### src/rtl/sequence_detector_pkg.sv
// Shared limits, reset defaults and helpers for the parametrised serial pattern detector.
package sequence_detector_pkg;

  localparam int unsigned WIDTH_MIN = 2;
  localparam int unsigned WIDTH_MAX = 32;

  localparam logic [3:0] DEFAULT_RESET_PATTERN = 4'b1011;

  typedef enum logic [1:0] {
    STEP_IDLE,
    STEP_SHIFT,
    STEP_LOAD
  } step_e;

  function automatic int unsigned fill_bits(input int unsigned width);
    return $clog2(width + 1);
  endfunction

endpackage

### src/rtl/sat_counter.sv
// Saturating event counter with synchronous clear; clear outranks a simultaneous increment.
module sat_counter #(
  parameter int unsigned COUNT_WIDTH = 8
) (
  input  logic                   clock,
  input  logic                   reset,
  input  logic                   inc,
  input  logic                   clear,
  output logic [COUNT_WIDTH-1:0] count
);

  always_ff @(posedge clock) begin
    if (reset || clear) begin
      count <= '0;
    end else if (inc && (count != '1)) begin
      count <= count + 1'b1;
    end
  end

endmodule

### src/rtl/sequence_detector_param.sv
// Serial pattern detector with runtime pattern/mask and overlap control.
// Optional saturating match counter enabled by defining SEQ_DET_COUNT_EN.
module sequence_detector_param
  import sequence_detector_pkg::*;
#(
  parameter int unsigned       WIDTH         = 4,
  parameter logic [WIDTH-1:0]  RESET_PATTERN = WIDTH'(DEFAULT_RESET_PATTERN),
  parameter int unsigned       COUNT_WIDTH   = 8
) (
  input  logic             clock,
  input  logic             reset,
  input  logic             sequence_in,
  input  logic             in_valid,
  input  logic             overlap_en,
  input  logic             pattern_load,
  input  logic [WIDTH-1:0] pattern_in,
  input  logic [WIDTH-1:0] mask_in,
  output logic             detector_out
`ifdef SEQ_DET_COUNT_EN
  ,
  input  logic                   count_clear,
  output logic [COUNT_WIDTH-1:0] match_count
`endif
);

  localparam int unsigned       FILL_W    = fill_bits(WIDTH);
  localparam logic [FILL_W-1:0] FILL_FULL = FILL_W'(WIDTH);
  // Out-of-range parameter sets never report a match.
  localparam bit CFG_OK = (WIDTH >= WIDTH_MIN) && (WIDTH <= WIDTH_MAX) && (COUNT_WIDTH >= 1);

  logic [WIDTH-1:0]  history;
  logic [WIDTH-1:0]  history_next;
  logic [WIDTH-1:0]  pattern_q;
  logic [WIDTH-1:0]  mask_q;
  logic [FILL_W-1:0] fill;
  logic [FILL_W-1:0] fill_next;
  logic [FILL_W-1:0] fill_inc;
  logic              match;
  step_e             step;

  always_comb begin
    step = STEP_IDLE;
    if (pattern_load) begin
      step = STEP_LOAD;
    end else if (in_valid) begin
      step = STEP_SHIFT;
    end
  end

  always_comb begin
    history_next = history;
    fill_next    = fill;
    fill_inc     = fill;
    match        = 1'b0;
    unique case (step)
      STEP_SHIFT: begin
        history_next = {history[WIDTH-2:0], sequence_in};
        fill_inc     = (fill == FILL_FULL) ? fill : fill + 1'b1;
        match        = CFG_OK && (fill_inc == FILL_FULL) &&
                       (((history_next ^ pattern_q) & mask_q) == '0);
        // Non-overlap restarts the fill count but keeps shifting history.
        fill_next    = (match && !overlap_en) ? '0 : fill_inc;
      end
      STEP_LOAD: begin
        history_next = '0;
        fill_next    = '0;
      end
      default: ;
    endcase
  end

  always_ff @(posedge clock) begin
    if (reset) begin
      history      <= '0;
      fill         <= '0;
      pattern_q    <= RESET_PATTERN;
      mask_q       <= '1;
      detector_out <= 1'b0;
    end else begin
      history      <= history_next;
      fill         <= fill_next;
      detector_out <= match;
      if (pattern_load) begin
        pattern_q <= pattern_in;
        mask_q    <= mask_in;
      end
    end
  end

`ifdef SEQ_DET_COUNT_EN
  sat_counter #(
    .COUNT_WIDTH(COUNT_WIDTH)
  ) u_match_counter (
    .clock(clock),
    .reset(reset),
    .inc  (match),
    .clear(count_clear),
    .count(match_count)
  );
`endif

endmodule

### config.mk
export PLATFORM = sky130hd
export DESIGN_NAME = sequence_detector_param
export DESIGN_NICKNAME = d
export VERILOG_FILES = /design/src/rtl/sequence_detector_pkg.sv /design/src/rtl/sat_counter.sv /design/src/rtl/sequence_detector_param.sv
export SDC_FILE = /design/constraint.sdc
export NUM_CORES = 1
export LEC_CHECK = 0
export CORE_UTILIZATION = 50
export CTS_BUF_LIST = sky130_fd_sc_hd__clkbuf_16
export DETAILED_ROUTE_END_ITERATION = 10
export GPL_TIMING_DRIVEN = 1
export HOLD_SLACK_MARGIN = 0.02
export PLACE_DENSITY = 0.86
export SETUP_SLACK_MARGIN = 0.3
export SYNTH_ARGS = -nofsm -noshare
export SYNTH_HDL_FRONTEND = slang
export SYNTH_SLANG_ARGS = --single-unit
### constraint.sdc
create_clock -name clock -period 1.8 [get_ports clock]
set_clock_uncertainty 0.05 [all_clocks]
set_input_delay 0.18 -clock clock [delete_from_list [all_inputs] [get_ports clock]]
set_output_delay 0.18 -clock clock [all_outputs]
set_load 0.02 [all_outputs]
Word-level counts from Yosys, hierarchy flattened

Cells that the tools add are included.

$add $sub $neg: 1
Eq/ne operators: 4
Multiplexer cells: 6
Bitwise gates (word level): 3
Reduce and logical (&&, ||, !) cells: 6

Operators with widths:

| kind                                           | count |
|---|---|
| case mux 3 bit (2 select lines)                | 2 |
| == test 3 bit (second input constant)          | 2 |
| 2-to-1 mux 3 bit                               | 2 |
| AND 4 bit                                      | 1 |
| logical NOT 4 bit                              | 1 |
| XOR 4 bit                                      | 1 |
| adder 3 x 1 -> 3 bit (second input constant)   | 1 |
| == test 2 x 1 -> 1 bit (second input constant) | 1 |
| == test 2 bit (second input constant)          | 1 |
| logical AND 1 bit                              | 2 |
| 2-to-1 mux 2 bit                               | 1 |
| nonzero test 2 bit                             | 1 |
| OR reduction 2 bit                             | 1 |
| logical NOT 1 bit                              | 1 |
| 2-to-1 mux 1 bit                               | 1 |
| NOT 1 bit                                      | 1 |

Register bits after elaboration: 15
Input port bits: 14
Output and inout bits: 1
Word-level logic and storage cells: 25

Depth between registers and ports, before layout

Word-level depth: 7
Mapped depth: 6
Gate-level depth less buffers: 6

Worst setup path after synthesis

OpenSTA, ideal clock, no wires.

Path type: register to register
Start point: register fill[0]
End point: register fill[2]
Setup time: 0.091 ns
Data arrival time: 1.048 ns
Data required time: 1.659 ns
Slack: 0.611 ns
Stages on the path, launching flop included: 7
Buffers on the path: 0
Clock period less this slack: 1.189 ns
Path through: dfxtp_1 -> inv_1 -> ha_1 -> nand2_1 -> xnor2_1 -> nor2_1 -> a311oi_1

Word-level cells in the longest chain between the ends: 7
Elaborated cells between the ends (all ways): 8
Classes of those cells: add/sub (1); eq/ne (2); mux (3); reduce/logical (2)

RTL lines:

| element                                               | line                          | source |
|---|---|---|
| from (decl)                                           | sequence_detector_param.sv:35 | `logic [FILL_W-1:0] fill;` |
| from (signal assigned)                                | sequence_detector_param.sv:81 | `fill <= fill_next;` |
| adder 3 x 1 -> 3 bit or == test 3 bit (tied branches) | sequence_detector_param.sv:58 | `fill_inc = (fill == FILL_FULL) ? fill : fill + 1'b1;` |
| 2-to-1 mux 3 bit *                                    | sequence_detector_param.sv:58 |  |
| == test 3 bit                                         | sequence_detector_param.sv:59 | `match = CFG_OK && (fill_inc == FILL_FULL) &&` |
| logical AND 1 bit                                     | sequence_detector_param.sv:59 |  |
| logical AND 1 bit                                     | sequence_detector_param.sv:62 | `fill_next = (match && !overlap_en) ? '0 : fill_inc;` |
| 2-to-1 mux 3 bit *                                    | sequence_detector_param.sv:62 |  |
| case mux 3 bit (2 select lines) *                     | sequence_detector_param.sv:55 | `unique case (step)` |

Every way passes the cells marked *; elsewhere a longest branch is shown, timed or not.
A chain may end at the register's enable or synchronous reset.

Final worst setup path

Start point: register detector_out
End point: output port detector_out

RTL lines:

| element                | line                          | source |
|---|---|---|
| from (decl)            | sequence_detector_param.sv:18 | `output logic detector_out` |
| from (signal assigned) | sequence_detector_param.sv:82 | `detector_out <= match;` |

No word-level cell between the ends.

==> results.yml <==
layout:
  fill_cells: 97
  areaGrowthSynthToFinish_pct: 32.3
  insertedDiodeCount: 0
  drive_gt1_share_pct: 8.14
  final_core_util_pct: 71.6
  final_area_um2: 932
  multi_input_area_um2: 372
  fin_cells: 101
  num-nets-final: 103
  regArea_um2: 300
yosys:
  avgSynthCellArea_um2: 10.1
  synth-compound-area-share_pct: 13.3
  syn_area_um2: 704
  synth_fp_nets: 86
  synth_top_family_by_area: "simple AND/OR/NAND/NOR gates"
  ys_warn_count: 0
  syn_inst: 70
  synthSimpleGateAreaFrac_pct: 18.5
  ys_types: 20
  ys_seq_area_share_pct: 42.6
  muxShareOfSynthArea_pct: 9.95
  synth_fa_ha_area_share_pct: 3.55
  synth-xor-area-share_pct: 7.46
  ys_ff_latch: 15
floorplanning:
  initial_utilization_pct: 54.1
  die_y_um: 39.5
  dieArea_mm2: 0.00156
  dieWidth_um: 39.5
  ioPinCount: 15
  design.core.area_mm2: 0.00130
  std_cell_rows: 13
clock_tree:
  clock-sinks: 15
  cts_tree: "yes"
  clock_latency_ns: 0.24
  cts_buffer_depth: 2
  cts-buffers-inserted: 3
  cts.reportedPaths.clkPinSlew_ns: 0.05
  cts_root_buf: "clkbuf_16"
  cts_max_level: 1
  hold_buffers: 0
  ctsResizeCount: 0
  cts_setup_buffers: 0
worst_setup_path:
  critPathTopFamily: "buffers and inverters"
  r2r-start: "fill[0]"
  required_ns: 1.57
  cp_max_fo: 1
  critPathCaptureType: "primary output"
  arrival_ns: 1.14
  r2r-end: "fill[2]"
  critPathMaxStageDelay_ns: 0.59
  path_class: "flip-flop to primary output"
  slowest_stage: "clkdlybuf4s50_1"
  reg2regPathDepth: 6
  critPathLaunchType: "flip-flop"
  reg2reg_slack_ns: 0.51
  worstPathCellList: "clkdlybuf4s50_1"
  cp.buffers_inverters: 1
timing:
  drv_slew: 0
  setup_tns_ns: 0
  final-hold-violation-count: 0
  fin_crit_sh_pct: 75.9
  layout_min_cycle_time_ns: 1.37
  clock.fmax_mhz: 732
  rsz0062_at_grt: "false"
  setup-violations-final: 0
  postLayoutSetupSlackWorst_ns: 0.433
  worstMarginPinSlew_ns: 0.388
  timing.hold.ws_ns: 0.473
  slew_headroom_pct: 74.1
place:
  dpl.cell_count: 97
  numPortBuffers: 14
  dpl_worst_slack_ns: 0.288
  dp_hpwl_um: 896
  place_area_um2: 853
  gp_congestion: 0.679
status:
  status: "complete, no violations"
power:
  power_uw: 874
  max-vdd-ir-drop_mv: 0.731
  p_leak_nw: 0.390
  power_density_mw_per_mm2: 937
routing:
  viasPerCell: 5.34
  num_vias: 539
  routed_wl_mm: 1.25
  dr.first_iter.drc_count: 3
  wl_per_cell_um: 12.3
  antenna_left: 0
  dr.pass1.iters: 2
  drc: 0
hold_path:
  hold_depth: 2
  holdPathEnd: "mask_q[0]"
  min-delay-start: "mask_in[0]"
  hold_class: "input port to flip-flop"
global_routing:
  grt_max_degree: 16
  grt_pass1_wl_mm: 1.99
  antenna_found_initial: 0
  grt_overflow: 0
  grt_use_total_pct: 19.6
  grt_pass1_vias: 476
flow_run:
  cap_viol_max_count: 0
[cells in the mapped netlist]
cell      count  area (um^2)
a221oi_2      1         15.0
nor2b_1       7         43.8
a211o_1       7         61.3
nand2_1       4         15.0
a311oi_1      1         8.76
xnor2_1       2         17.5
xor2_1        4         35.0
nor2_1        9         33.8
mux2i_1       7         70.1
buf_2         2         10.0
dfxtp_1      15          300
or2_1         1         6.26
ha_1          2         25.0
inv_1         2         7.51
nand2b_1      1         6.26
buf_6         1         11.3
nor3b_2       1         12.5
clkbuf_1      1         3.75
a22o_1        1         8.76
and4bb_1      1         12.5
[sequential cells by signal, indices dropped and copies added (netlist names)]
| name | cells |
|---|---|
| mask_q | 4 |
| pattern_q | 4 |
| fill | 3 |
| history | 3 |
| detector_out | 1 |
[worst max-delay path by stage]
stage                   endpoint  depth (start not counted)  slack [ns]         start
detailed placement  detector_out                          5        0.29   sequence_in
CTS                 detector_out                          1        0.43  detector_out
global route        detector_out                          1        0.40  detector_out
floorplan                fill[2]                          6        0.61       fill[0]
global placement    detector_out                          5        0.30   sequence_in
finish              detector_out                          1        0.43  detector_out
[placed cells by master, fill, tap and decap left out, drive strengths merged, types with 2 or more instances in the layout]
| master | Yosys | final |
|---|---|---|
| xnor2 | 2 | 2 |
| buf | 3 | 2 |
| nor2 | 9 | 9 |
| dfxtp | 15 | 15 |
| nor2b | 7 | 7 |
| nand2 | 4 | 4 |
| clkdlybuf4s50 | 0 | 14 |
| clkbuf | 1 | 3 |
| ha | 2 | 2 |
| inv | 2 | 3 |
| mux2i | 7 | 7 |
| xor2 | 4 | 4 |
| a211o | 7 | 7 |
[cell families after synthesis]
kind of cell	count (synthesis)
xor gates and xnor gates	6
muxes	7
and+or+nand+nor	24
adders and majority gates	2
AOI/OAI and AO/OA	10
DFF	15
buffers and inverters	6
[area by class of cell]
cell class	instances	area share, %
clock inverters	1	0.403
multi-input cells	49	39.9
inverters	2	0.805
flip-flops and latches	15	32.2
well taps	15	2.01
clock buffers	3	8.05
repair buffers	16	16.6
[power breakdown]
| part | internal, mW | switching, mW |
|---|---|---|
| combinational | 0.0572 | 0.0375 |
| sequential | 0.348 | 0.00908 |
| clock | 0.294 | 0.128 |
[metal layers]
layer	track usage, %	part of all wire (%)
met1	24.4	48
met5	0	0
met2	30.3	48
met4	10.3	0.88
met3	5.11	2.7
Power figures use the tool's default switching activity.
